<file path="src/rtl/regfile_pkg.sv">
// rtl/regfile_pkg.sv - shared defaults and address-width helper for the 2R1W register file
package regfile_pkg;

    localparam int RF_WIDTH_DEF = 16;
    localparam int RF_DEPTH_DEF = 8;
    localparam int RF_ZERO_IDX  = 0;

    // Address width for a given depth; never narrower than 1 bit so a
    // 1- or 2-entry file still has a usable address port.
    function automatic int rf_aw(input int depth);
        int a;
        a = $clog2(depth);
        return (a < 1) ? 1 : a;
    endfunction

endpackage

</file>
<file path="src/rtl/register_file_2r1w_read_port.sv">
// rtl/register_file_2r1w_read_port.sv - one combinational read port with range check, bypass and zero-reg override
//  q_flat_i  in   DEPTH*WIDTH  registered contents, reg i at [i*WIDTH +: WIDTH]
//  busy_i    in   DEPTH        registered busy vector
//  addr_i    in   AW           read address
//  we_i      in   1            write enable (for bypass)
//  waddr_i   in   AW           write address (for bypass)
//  wdata_i   in   WIDTH        write data (for bypass)
//  data_o    out  WIDTH        read data
//  busy_o    out  1            operand pending writeback
module rf_read_port
    import regfile_pkg::*;
#(
    parameter int WIDTH    = RF_WIDTH_DEF,
    parameter int DEPTH    = RF_DEPTH_DEF,
    parameter int AW       = rf_aw(RF_DEPTH_DEF),
    parameter bit ZERO_REG = 1'b0,
    parameter bit BYPASS   = 1'b1
) (
    input  logic [DEPTH*WIDTH-1:0] q_flat_i,
    input  logic [DEPTH-1:0]       busy_i,
    input  logic [AW-1:0]          addr_i,
    input  logic                   we_i,
    input  logic [AW-1:0]          waddr_i,
    input  logic [WIDTH-1:0]       wdata_i,
    output logic [WIDTH-1:0]       data_o,
    output logic                   busy_o
);

    logic             in_range;
    logic [WIDTH-1:0] sel_data;
    logic             sel_busy;
    logic             is_zero;
    logic             byp_hit;

    // Decoded select instead of a variable part-select, so addresses at or
    // above DEPTH (possible when DEPTH is not a power of 2) simply miss.
    always_comb begin
        in_range = 1'b0;
        sel_data = '0;
        sel_busy = 1'b0;
        for (int i = 0; i < DEPTH; i++) begin
            if (addr_i == AW'(i)) begin
                in_range = 1'b1;
                sel_data = q_flat_i[i*WIDTH +: WIDTH];
                sel_busy = busy_i[i];
            end
        end
    end

    assign is_zero = ZERO_REG && (addr_i == AW'(RF_ZERO_IDX));
    assign byp_hit = BYPASS && we_i && (waddr_i == addr_i) && in_range && !is_zero;

    always_comb begin
        data_o = sel_data;
        busy_o = sel_busy;
        if (is_zero || !in_range) begin
            data_o = '0;
            busy_o = 1'b0;
        end else if (byp_hit) begin
            // Writeback in flight clears the hazard for this operand.
            data_o = wdata_i;
            busy_o = 1'b0;
        end
    end

endmodule

</file>
<file path="src/rtl/register_file_2r1w.sv">
// rtl/register_file_2r1w.sv - DEPTH x WIDTH register file, 1 write / 2 read ports, busy scoreboard
//  clk       in   1            rising-edge clock
//  rst       in   1            synchronous active-high reset
//  we        in   1            write enable
//  waddr     in   AW           write address
//  wdata     in   WIDTH        write data
//  ra_addr   in   AW           read port A address
//  rb_addr   in   AW           read port B address
//  ra_data   out  WIDTH        read port A data (combinational)
//  rb_data   out  WIDTH        read port B data (combinational)
//  rsv_en    in   1            reserve destination
//  rsv_addr  in   AW           register to mark busy
//  ra_busy   out  1            operand A pending writeback
//  rb_busy   out  1            operand B pending writeback
//  busy      out  DEPTH        registered busy vector
//  q_flat    out  DEPTH*WIDTH  registered contents, reg i at [i*WIDTH +: WIDTH]
module register_file_2r1w
    import regfile_pkg::*;
#(
    parameter int  WIDTH    = RF_WIDTH_DEF,
    parameter int  DEPTH    = RF_DEPTH_DEF,
    parameter bit  ZERO_REG = 1'b0,
    parameter bit  BYPASS   = 1'b1,
    localparam int AW       = rf_aw(DEPTH)
) (
    input  logic                   clk,
    input  logic                   rst,
    input  logic                   we,
    input  logic [AW-1:0]          waddr,
    input  logic [WIDTH-1:0]       wdata,
    input  logic [AW-1:0]          ra_addr,
    input  logic [AW-1:0]          rb_addr,
    output logic [WIDTH-1:0]       ra_data,
    output logic [WIDTH-1:0]       rb_data,
    input  logic                   rsv_en,
    input  logic [AW-1:0]          rsv_addr,
    output logic                   ra_busy,
    output logic                   rb_busy,
    output logic [DEPTH-1:0]       busy,
    output logic [DEPTH*WIDTH-1:0] q_flat
);

    logic [WIDTH-1:0] regs_q [DEPTH];
    logic [WIDTH-1:0] regs_d [DEPTH];
    logic [DEPTH-1:0] busy_q;
    logic [DEPTH-1:0] busy_d;

    // Out-of-range addresses match no index and are dropped. A reserve is
    // applied after the write so a same-cycle issue to the same register
    // leaves it busy (the newer instruction owns it).
    always_comb begin
        regs_d = regs_q;
        busy_d = busy_q;
        for (int i = 0; i < DEPTH; i++) begin
            if (!(ZERO_REG && i == RF_ZERO_IDX)) begin
                if (we && waddr == AW'(i)) begin
                    regs_d[i] = wdata;
                    busy_d[i] = 1'b0;
                end
                if (rsv_en && rsv_addr == AW'(i)) begin
                    busy_d[i] = 1'b1;
                end
            end
        end
    end

    always_ff @(posedge clk) begin
        if (rst) begin
            regs_q <= '{default: '0};
            busy_q <= '0;
        end else begin
            regs_q <= regs_d;
            busy_q <= busy_d;
        end
    end

    always_comb begin
        q_flat = '0;
        for (int i = 0; i < DEPTH; i++) begin
            q_flat[i*WIDTH +: WIDTH] = regs_q[i];
        end
    end

    assign busy = busy_q;

    rf_read_port #(
        .WIDTH    (WIDTH),
        .DEPTH    (DEPTH),
        .AW       (AW),
        .ZERO_REG (ZERO_REG),
        .BYPASS   (BYPASS)
    ) u_port_a (
        .q_flat_i (q_flat),
        .busy_i   (busy_q),
        .addr_i   (ra_addr),
        .we_i     (we),
        .waddr_i  (waddr),
        .wdata_i  (wdata),
        .data_o   (ra_data),
        .busy_o   (ra_busy)
    );

    rf_read_port #(
        .WIDTH    (WIDTH),
        .DEPTH    (DEPTH),
        .AW       (AW),
        .ZERO_REG (ZERO_REG),
        .BYPASS   (BYPASS)
    ) u_port_b (
        .q_flat_i (q_flat),
        .busy_i   (busy_q),
        .addr_i   (rb_addr),
        .we_i     (we),
        .waddr_i  (waddr),
        .wdata_i  (wdata),
        .data_o   (rb_data),
        .busy_o   (rb_busy)
    );

endmodule

</file>
<file path="config.mk">
export PLATFORM = sky130hd
export DESIGN_NAME = register_file_2r1w
export DESIGN_NICKNAME = d
export VERILOG_FILES = /design/src/rtl/regfile_pkg.sv /design/src/rtl/register_file_2r1w_read_port.sv /design/src/rtl/register_file_2r1w.sv
export SDC_FILE = /design/constraint.sdc
export NUM_CORES = 1
export LEC_CHECK = 0
export ABC_AREA = 1
export BUFFER_PORTS_ARGS = -buffer_cell sky130_fd_sc_hd__buf_2
export CAP_MARGIN = 25
export CORE_AREA = 3 3 136 138
export DETAILED_ROUTE_END_ITERATION = 12
export DIE_AREA = 0 0 139 141
export PLACE_DENSITY_LB_ADDON = 0.05
export SLEW_MARGIN = 20
export SYNTH_ARGS = -nofsm -noshare
export SYNTH_HDL_FRONTEND = slang
export SYNTH_SLANG_ARGS = --single-unit
</file>
<file path="constraint.sdc">
create_clock -name clk -period 3.2 [get_ports clk]
set_clock_uncertainty 0.1 [all_clocks]
set_input_delay 0.16 -clock clk [delete_from_list [all_inputs] [get_ports clk]]
set_output_delay 0.16 -clock clk [all_outputs]
set_load 0.1 [all_outputs]
</file>
Word-level counts from Yosys, hierarchy flattened:

Cells that the tools add are included.

* register bits after elaboration: 136
* output and inout port bits: 170
* word-level logic and storage cells: 150
* input bits: 32

* eq/ne operators: 30
* multiplexer cells: 72
* reductions and logical operators: 32

Operators by type and width (count)
* 16-bit two-way mux: 20
* 1-bit two-way mux: 52
* 3-bit == test, second input constant: 16
* 3-bit by 2-bit == test with 1-bit output, second input constant: 8
* 1-bit logical AND: 20
* 2-bit nonzero test: 8
* 3-bit by 1-bit == test with 1-bit output, second input constant: 4
* 3-bit zero test: 4
* 3-bit == test: 2

Longest topological paths before layout:

Gate-level depths: netlist of the first run.

* word-level depth: 12
* depth in mapped cells: 11
* gate-level depth less buffers: 9

Cells and area by module:

A second synthesis of the first run with hierarchy kept.

* cell total of the unflattened synthesis: 1413
* area total of the unflattened synthesis: 8177.8 um^2

Modules (own cells, without submodules)
* register_file_2r1w: times used 1, area an instance 5097.4 um^2, cells an instance 737, seq. area each 2722.6 um^2
* rf_read_port: times used 2, area an instance 1540.2 um^2, cells an instance 338, seq. area each 0.0 um^2

Worst setup path before layout of the first run:

No wires, ideal clock.

* path type: register to output
* start: reg regs_q (netlist bit q_flat[32])
* end: out ra_data[0]
* required time: 2.940 ns
* slack: 0.106 ns
* cell stages (with the launch flop): 7
* arrival time: 2.834 ns
* buffers on the path: 0
* path through: dfxtp_1 inv_1 nor2_1 nor2_1 nand4_1 nand2_1 a21oi_1

* word-level cells in the longest chain between the ends: 8

Ends and longest elaborated chain
* from (decl): RTL line register_file_2r1w.sv:43 `logic [WIDTH-1:0] regs_q [DEPTH];`
* from (signal assigned): RTL line register_file_2r1w.sv:72 `regs_q <= regs_d;`
* 16-bit two-way mux (6 in series): RTL line register_file_2r1w_read_port.sv:42 `if (addr_i == AW'(i)) begin`
* 16-bit two-way mux: RTL line register_file_2r1w_read_port.sv:59 `end else if (byp_hit) begin`
* 16-bit two-way mux: RTL line register_file_2r1w_read_port.sv:56 `if (is_zero || !in_range) begin`
* to (decl): RTL line register_file_2r1w.sv:33 `output logic [WIDTH-1:0] ra_data,`

Every way passes these cells.

Worst setup path after layout of the first run:

* start: in ra_addr[1]
* end: out ra_data[3]

* word-level cells in the longest chain between the ends: 12
* elaborated cells between the ends (all ways): 29
* those cells by class: eq/ne (8); mux (18); reduce/logical (3)

Ends and longest elaborated chain
* from (decl): RTL line register_file_2r1w.sv:31 `input logic [AW-1:0] ra_addr,`
* 3-bit zero test: RTL line register_file_2r1w_read_port.sv:42
* 1-bit two-way mux (8 in series): RTL line register_file_2r1w_read_port.sv:42
* 1-bit logical AND: RTL line register_file_2r1w_read_port.sv:51 `assign byp_hit = BYPASS && we_i && (waddr_i == addr_i) && in_range && !is_zero;`
* 16-bit two-way mux: RTL line register_file_2r1w_read_port.sv:59
* 16-bit two-way mux (*): RTL line register_file_2r1w_read_port.sv:56

Every way passes the cells marked *; elsewhere a longest branch is shown, timed or not.

==> flow_summary_export.csv, run 1 <==
group,metric,value,unit
timing,worst_pin_slew,0.908,ns
critical_path,arrival,2.44,ns
route,route.final.wire_length,33000,µm
finish,fin_nets,1435,
global_routing,first_pass_grt_wire_length,49800,µm
yosys,ys_seq_area_share,34.8,%
timing,period_minus_slack,2.70,ns
yosys,post_synth_num_cell_types,31,
route,routed-via-count,9363,
critical_path,critPathSlowestCell,"buf_2",
critical_path,timing.reg2reg.worst_path_depth,2,
cts,clk-insertion-delay-late,0.43,ns
yosys,synth_top_family_by_area,"simple AND/OR/NAND/NOR gates",
finish,fill_cells,1746,
cts,cts-htree-levels,4,
cts,clkSlewWorstSetupHoldPaths,0.06,ns
min_path,worstHoldPathCells,3,
global_routing,track_usage,32.4,%
global_routing,grt_pass1_vias,8513,
min_path,class_of_the_worst_hold_path,"input pin to flip-flop",
yosys,synth-compound-area-share,14.2,%
yosys,mappedNetlistNets,1276,
yosys,netlist_area,7810,µm²
pwr,share_comb_of_total_power,23.2,%
route,drt_drc_violations_left,0,
floorplan,die_width,139,µm
critical_path,worstReg2RegStart,"q_flat[112]$_SDFFE_PP0P_",
floorplan,standard_cell_rows,48,
placed_design,post-place-ws,0.600,ns
critical_path,worstSetupPathType,"input pin to primary output",
timing,setup_slack,0.495,ns
pwr,max-vdd-ir-drop,0.000379,V
critical_path,cpPeakStageDelay,0.49,ns
yosys,xor_xnor_cell_area_share_of_the_yosys_netlist,0.112,%
critical_path,timing.critical_path.to_type,"primary output",
timing,slew-limit-headroom,39.4,%
floorplan,initial_utilization,45.2,%
yosys,syn_inst,1244,
cts,clockRootBuffer,"clkbuf_16",
yosys,simple_gate_share_of_the_synthesized_area,40.6,%
floorplan,design.core.area,17300,µm²
critical_path,timing.critical_path.cells,"buf_2 > inv_2 > nand2_1 > o21ai_1 > nor2_2 > nand2_2 > inv_4 > a21oi_1 > a21oi_1 > buf_2",
cts,tritoncts.num_buffers,17,
critical_path,start_kind,"input pin",
critical_path,cpLargestDelayFamily,"buffers and inverters",
critical_path,cp.required,2.94,ns
pwr,power.sequential.fraction,33.8,%
global_routing,antenna_found_initial,1,
yosys,synth_warnings,0,
pwr,switching_share,35.0,%
timing,rsz_0062_raised_after_global_routing,"no",
route,count_of_antenna_violating_nets_left_after_detailed_routing,0,
min_path,whs_endpoint,"q_flat[19]$_SDFFE_PP0P_",
route,wire_per_inst,20.1,µm
timing,final_max_slew_viol_count,0,
yosys,muxShareOfSynthArea,0,%
yosys,postSynthRegisterBits,136,
placed_design,place.port_buffers,201,
critical_path,worstPathBufferInverterCount,4,
run,max_cap_viol_count,0,
timing,timing.final.crit_share,84.5,%
floorplan,die_area,19600,µm²
route,dr.first_iter.drc_count,1032,
min_path,min-delay-start,"wdata[3]",
pwr,leakage,4.28,nW
pwr,power_per_cell_area,544,nW/µm²
run_status,run_status,"finished, final reports clean",
pwr,p_int,3.44,mW
cts,tritoncts_clock_tree,"done",
cts,clock-sinks,136,
pwr,power_frac_clock,43.0,%
timing,finalHoldViolCount,0,
finish,drive_gt1_share,21.1,%
global_routing,grt_start_max_net_pins,72,
placed_design,globalplace.congestion,0.937,
timing,final.setup.tns,0,ns
floorplan,io_pins,202,
floorplan,chipHeight,141,µm
route,first_pass_iters,6,
placed_design,dp.final_hpwl,23100,µm
timing,achievable-frequency,370,MHz
critical_path,register_to_register_setup_slack,2.28,ns
global_routing,gr-total-overflow,0,
route,detail_route.vias_per_cell,5.71,
cts,max-clock-path-buffers,2,
critical_path,timing.critical_path.fanout_max,19,
critical_path,r2r_end,"q_flat[112]$_SDFFE_PP0P_",
yosys,synth_fa_ha_area_share,0,%
pwr,power.switching,1.85,mW
timing,finish_stage_setup_viols,0,
finish,area_growth,24.4,%
yosys,average_cell_area_after_synthesis,6.28,µm²
-- area by class of cell --
cell class,count,area (µm²),area share (%)
clock inverter,11,220,2.27
sequential,136,2720,28.0
inverter,85,322,3.31
multi-input combinational,929,4290,44.1
antenna,1,2.50,0.0258
clock buffer,20,447,4.60
tap,225,282,2.90
timing repair buffer,234,1430,14.8
-- power groups by stage --
stage	clock network (mW)	logic [mW]	registers [mW]
after global routing	2.36	1.27	1.79
after CTS	2.29	1.21	1.78
final	2.27	1.23	1.79
after detailed placement	0	1.20	1.82
after global placement	0	1.20	1.82
after floorplan	0	0.636	2.11
-- sequential cells by signal, summed over array words and instances, names as in the netlist --
signal  flops
q_flat    128
busy        8
-- worst max-delay path by stage --
stage | startpoint | to | cells past startpoint
final | ra_addr[1] | ra_data[3] | 10
after global routing | ra_addr[1] | ra_data[3] | 10
after CTS | ra_addr[0] | ra_data[3] | 10
after detailed placement | ra_addr[1] | ra_data[3] | 10
after global placement | ra_addr[1] | ra_data[3] | 10
after floorplan | q_flat[32]$_SDFFE_PP0P_ | ra_data[0] | 6
-- stage by stage --
step                total power [mW]  util, %  area, µm²  std cells  hold WS (ns)
floorplan                       2.75        -       7810       1244         0.240
global placement                3.02     51.6       8930       1597         0.383
detailed placement              3.02     51.6       8930       1597         0.382
CTS                             5.29     56.2       9710       1640      0.000319
global route                    5.42     56.2       9720       1641        0.0211
finish                          5.29     56.2       9720       1641        0.0160
-- cells by family (layout without fill, tap and decap cells) --
family | count (synthesis) | in the layout
buffers and inverters | 179 | 350
DFF | 136 | 136
AOI/OAI and AO/OA | 200 | 200
other | 0 | 1
xor gates and xnor gates | 1 | 1
and+or+nand+nor | 728 | 728
-- cell usage in the layout (no fill, tap or decap), types with 4 or more instances in the layout --
cell type	netlist	layout
a211oi_1	31	31
a21oi_1	154	154
a21oi_2	4	4
buf_12	0	10
buf_2	43	191
buf_4	7	21
bufinv_16	0	6
clkbuf_16	0	17
dfxtp_1	136	136
dlygate4sd3_1	0	12
inv_1	69	69
inv_2	13	13
nand2_1	407	407
nand3_1	54	54
nand4_1	90	90
nor2_1	147	147
nor2_2	6	6
o21ai_0	6	6
or2_2	8	8
-- metal layers --
metal | share of wire (%) | track usage (%)
met5 | 0 | 0
met4 | 2.7 | 10.9
met3 | 11 | 7.12
met2 | 43 | 49.0
met1 | 43 | 45.9
-- synth_stat cells --
| cell type | n | area share, % |
|---|---|---|
| o21ai_0 | 6 | 0.38 |
| nor3_1 | 3 | 0.19 |
| nand3_4 | 1 | 0.22 |
| buf_4 | 7 | 0.67 |
| nand3_2 | 2 | 0.26 |
| nor3_2 | 2 | 0.26 |
| nand4_1 | 90 | 7.2 |
| clkinv_1 | 2 | 0.096 |
| dfxtp_1 | 136 | 35 |
| a211oi_1 | 31 | 3.0 |
| nor2_1 | 147 | 7.1 |
| a22oi_1 | 1 | 0.096 |
| inv_1 | 69 | 3.3 |
| nor2_4 | 3 | 0.43 |
| nor2_2 | 6 | 0.48 |
| nand2_2 | 2 | 0.16 |
| nand3_1 | 54 | 3.5 |
| o211ai_1 | 1 | 0.096 |
| or2_2 | 8 | 0.64 |
| nor3_4 | 3 | 0.62 |
| o21ai_1 | 2 | 0.13 |
| clkbuf_1 | 37 | 1.8 |
| a211oi_2 | 1 | 0.16 |
| nand2_1 | 407 | 20 |
| inv_4 | 1 | 0.080 |
| a21oi_1 | 154 | 9.9 |
| a21oi_2 | 4 | 0.45 |
| buf_2 | 43 | 2.8 |
| xor2_1 | 1 | 0.11 |
| inv_2 | 13 | 0.62 |
| buf_6 | 7 | 1.0 |
-- worst reg2reg max path, stage by stage (launching register included) --
cell and delay, ns:
dfxtp_1 0.47, nand2_1 0.09, a21oi_1 0.19
-- what timing repair did --
item                      in CTS  in global routing
hold endpoints to repair      30                  0
hold buffers                  12                  0
buffers inserted               0                  0
gates resized for setup        0                  0
Note: power is estimated with default switching activity, not from simulation.
==> run 2, diff against run 1 <==
==> constraint.sdc (replaced) <==
create_clock -name clk -period 2.25 [get_ports clk]
set_clock_uncertainty 0.1 [all_clocks]
set_input_delay 0.1125 -clock clk [delete_from_list [all_inputs] [get_ports clk]]
set_output_delay 0.1125 -clock clk [all_outputs]
set_load 0.1 [all_outputs]
==> flow_summary_export.csv, run 2 (synthesis gave the netlist of run 1 again) <==
group,metric,value,unit
floorplan,standard_cell_rows,48,
timing,finish_stage_setup_viols,0,
timing,rsz_0062_raised_after_global_routing,"no",
route,routed-via-count,9335,
pwr,max-vdd-ir-drop,0.000537,V
critical_path,arrival,1.85,ns
pwr,p_int,4.59,mW
cts,post_cts.resized_instances,0,
floorplan,initial_utilization,45.2,%
critical_path,timing.critical_path.to_type,"primary output",
timing,timing.final.crit_share,91.5,%
global_routing,track_usage,31.4,%
route,dr.first_iter.drc_count,924,
critical_path,cpPeakStageDelay,0.44,ns
finish,antennaDiodeCount,0,
run,max_cap_viol_count,0,
cts,tritoncts_clock_tree,"done",
critical_path,worstSetupPathType,"input pin to primary output",
timing,final.hold.worst_slack,0.0353,ns
critical_path,critPathSlowestCell,"inv_1",
min_path,class_of_the_worst_hold_path,"input pin to flip-flop",
run_status,run_status,"finished, final reports clean",
finish,drive_gt1_share,23.4,%
timing,worst_pin_slew,0.747,ns
critical_path,worstPathBufferInverterCount,3,
finish,largest_register_ffs,128,
floorplan,design.core.area,17300,µm²
global_routing,antenna_found_initial,0,
timing,final.setup.tns,0,ns
cts,cts_post_setup_buffers_inserted,0,
pwr,leakage,4.48,nW
cts,clkSlewWorstSetupHoldPaths,0.06,ns
floorplan,die_area,19600,µm²
placed_design,globalplace.congestion,0.935,
timing,achievable-frequency,486,MHz
global_routing,grt_pass1_vias,8613,
route,route.final.wire_length,31800,µm
pwr,switching_share,36.5,%
placed_design,place.port_buffers,201,
cts,cts-htree-levels,4,
timing,finalHoldViolCount,0,
route,detail_route.vias_per_cell,5.59,
global_routing,grt_start_max_net_pins,78,
cts,clk-insertion-delay-late,0.42,ns
critical_path,cp.required,2.04,ns
global_routing,first_pass_grt_wire_length,48900,µm
cts,max-clock-path-buffers,2,
floorplan,io_pins,202,
cts,tritoncts.num_buffers,17,
critical_path,cpLargestDelayFamily,"buffers and inverters",
critical_path,timing.critical_path.cells,"buf_2 > nand3_1 > inv_1 > a21oi_1 > nand4_1 > nand2_1 > nand2_1 > buf_12",
cts,clockRootBuffer,"clkbuf_16",
placed_design,dp.final_hpwl,23000,µm
pwr,power_frac_clock,37.4,%
route,wire_per_inst,19.0,µm
finish,layout.cells.most_common,"nand2_1",
pwr,power_per_cell_area,690,nW/µm²
finish,fin_nets,1466,
route,count_of_antenna_violating_nets_left_after_detailed_routing,0,
critical_path,cp_common_cell,"nand2_1",
global_routing,gr-total-overflow,0,
critical_path,timing.critical_path.fanout_max,14,
finish,layout_common_cells,"407 x nand2_1, 166 x buf_2, 143 x nor2_1, 139 x a21oi_1, 135 x dfxtp_1",
timing,slew-limit-headroom,50.1,%
cts,clock-sinks,136,
timing,period_minus_slack,2.06,ns
critical_path,start_kind,"input pin",
route,drt_drc_violations_left,0,
timing,final_max_slew_viol_count,0,
pwr,power.switching,2.64,mW
pwr,share_comb_of_total_power,27.5,%
pwr,power.sequential.fraction,35.0,%
floorplan,die_width,139,µm
route,first_pass_iters,5,
floorplan,chipHeight,141,µm
finish,area_growth,34.2,%
run 2: cell types whose count changed in the layout (fill, tap and decap cells not counted), sizes merged:
| cell | before | now |
|---|---|---|
| bufinv | 6 | 1 |
| inv | 84 | 83 |
| dlygate4sd3 | 12 | 23 |
| diode | 1 | 0 |
| clkinvlp | 0 | 3 |
| buf | 222 | 242 |
| clkbuf | 20 | 22 |
run 2: worst paths after layout:
kind                       startpoint                        to  slack, ns  cells past startpoint
max                        ra_addr[1]               ra_data[11]       0.19                      8
max reg2reg   q_flat[80]$_SDFFE_PP0P_   q_flat[80]$_SDFFE_PP0P_       1.34                      2
min                               rst  q_flat[108]$_SDFFE_PP0P_       0.04                      2
min reg2reg  q_flat[104]$_SDFFE_PP0P_  q_flat[104]$_SDFFE_PP0P_       0.39                      2
run 2: power by group through the flow:
stage	Clock (mW)	Combinational (mW)	Sequential (mW)
2_1_floorplan	0	0.963	3.01
3_3_place_gp	0	1.94	2.59
3_5_place_dp	0	1.95	2.59
4_1_cts	2.72	1.98	2.53
5_1_grt	2.83	2.06	2.54
6_report	2.71	1.99	2.54
run 2: metrics by stage:
step	cells	setup WS [ns]	power [mW]	util (%)	instance area, µm²
after floorplan	1244	0.00385	3.97	-	8040
final	1670	0.190	7.23	60.6	10500
after CTS	1670	0.225	7.24	60.6	10500
after detailed placement	1617	0.237	4.53	56.1	9700
after global routing	1670	0.0923	7.44	60.6	10500
after global placement	1617	0.228	4.53	56.1	9700
run 2: per-layer routing:
| layer | vias up | wire [µm] | GRT usage, % |
|---|---|---|---|
| met5 | - | 0 | 0 |
| met4 | 0 | 1330 | 14.3 |
| met3 | 88 | 2550 | 5.02 |
| met2 | 495 | 15200 | 52.3 |
| met1 | 4296 | 12700 | 40.3 |
| li1 | 4456 | - | - |
run 2: layout make-up:
class | count | area (µm²)
Clock inverter | 8 | 72.6
Multi-Input combinational cell | 929 | 4520
Clock buffer | 22 | 484
Inverter | 85 | 322
Sequential cell | 136 | 2720
Timing Repair Buffer | 265 | 2080
Fill cell | 1643 | 6810
Tap cell | 225 | 282
run 2: timing repair:
action,CTS,global route
endpoints found under the setup margin,0,0
hold buffers,23,0
hold endpoints to repair,129,0
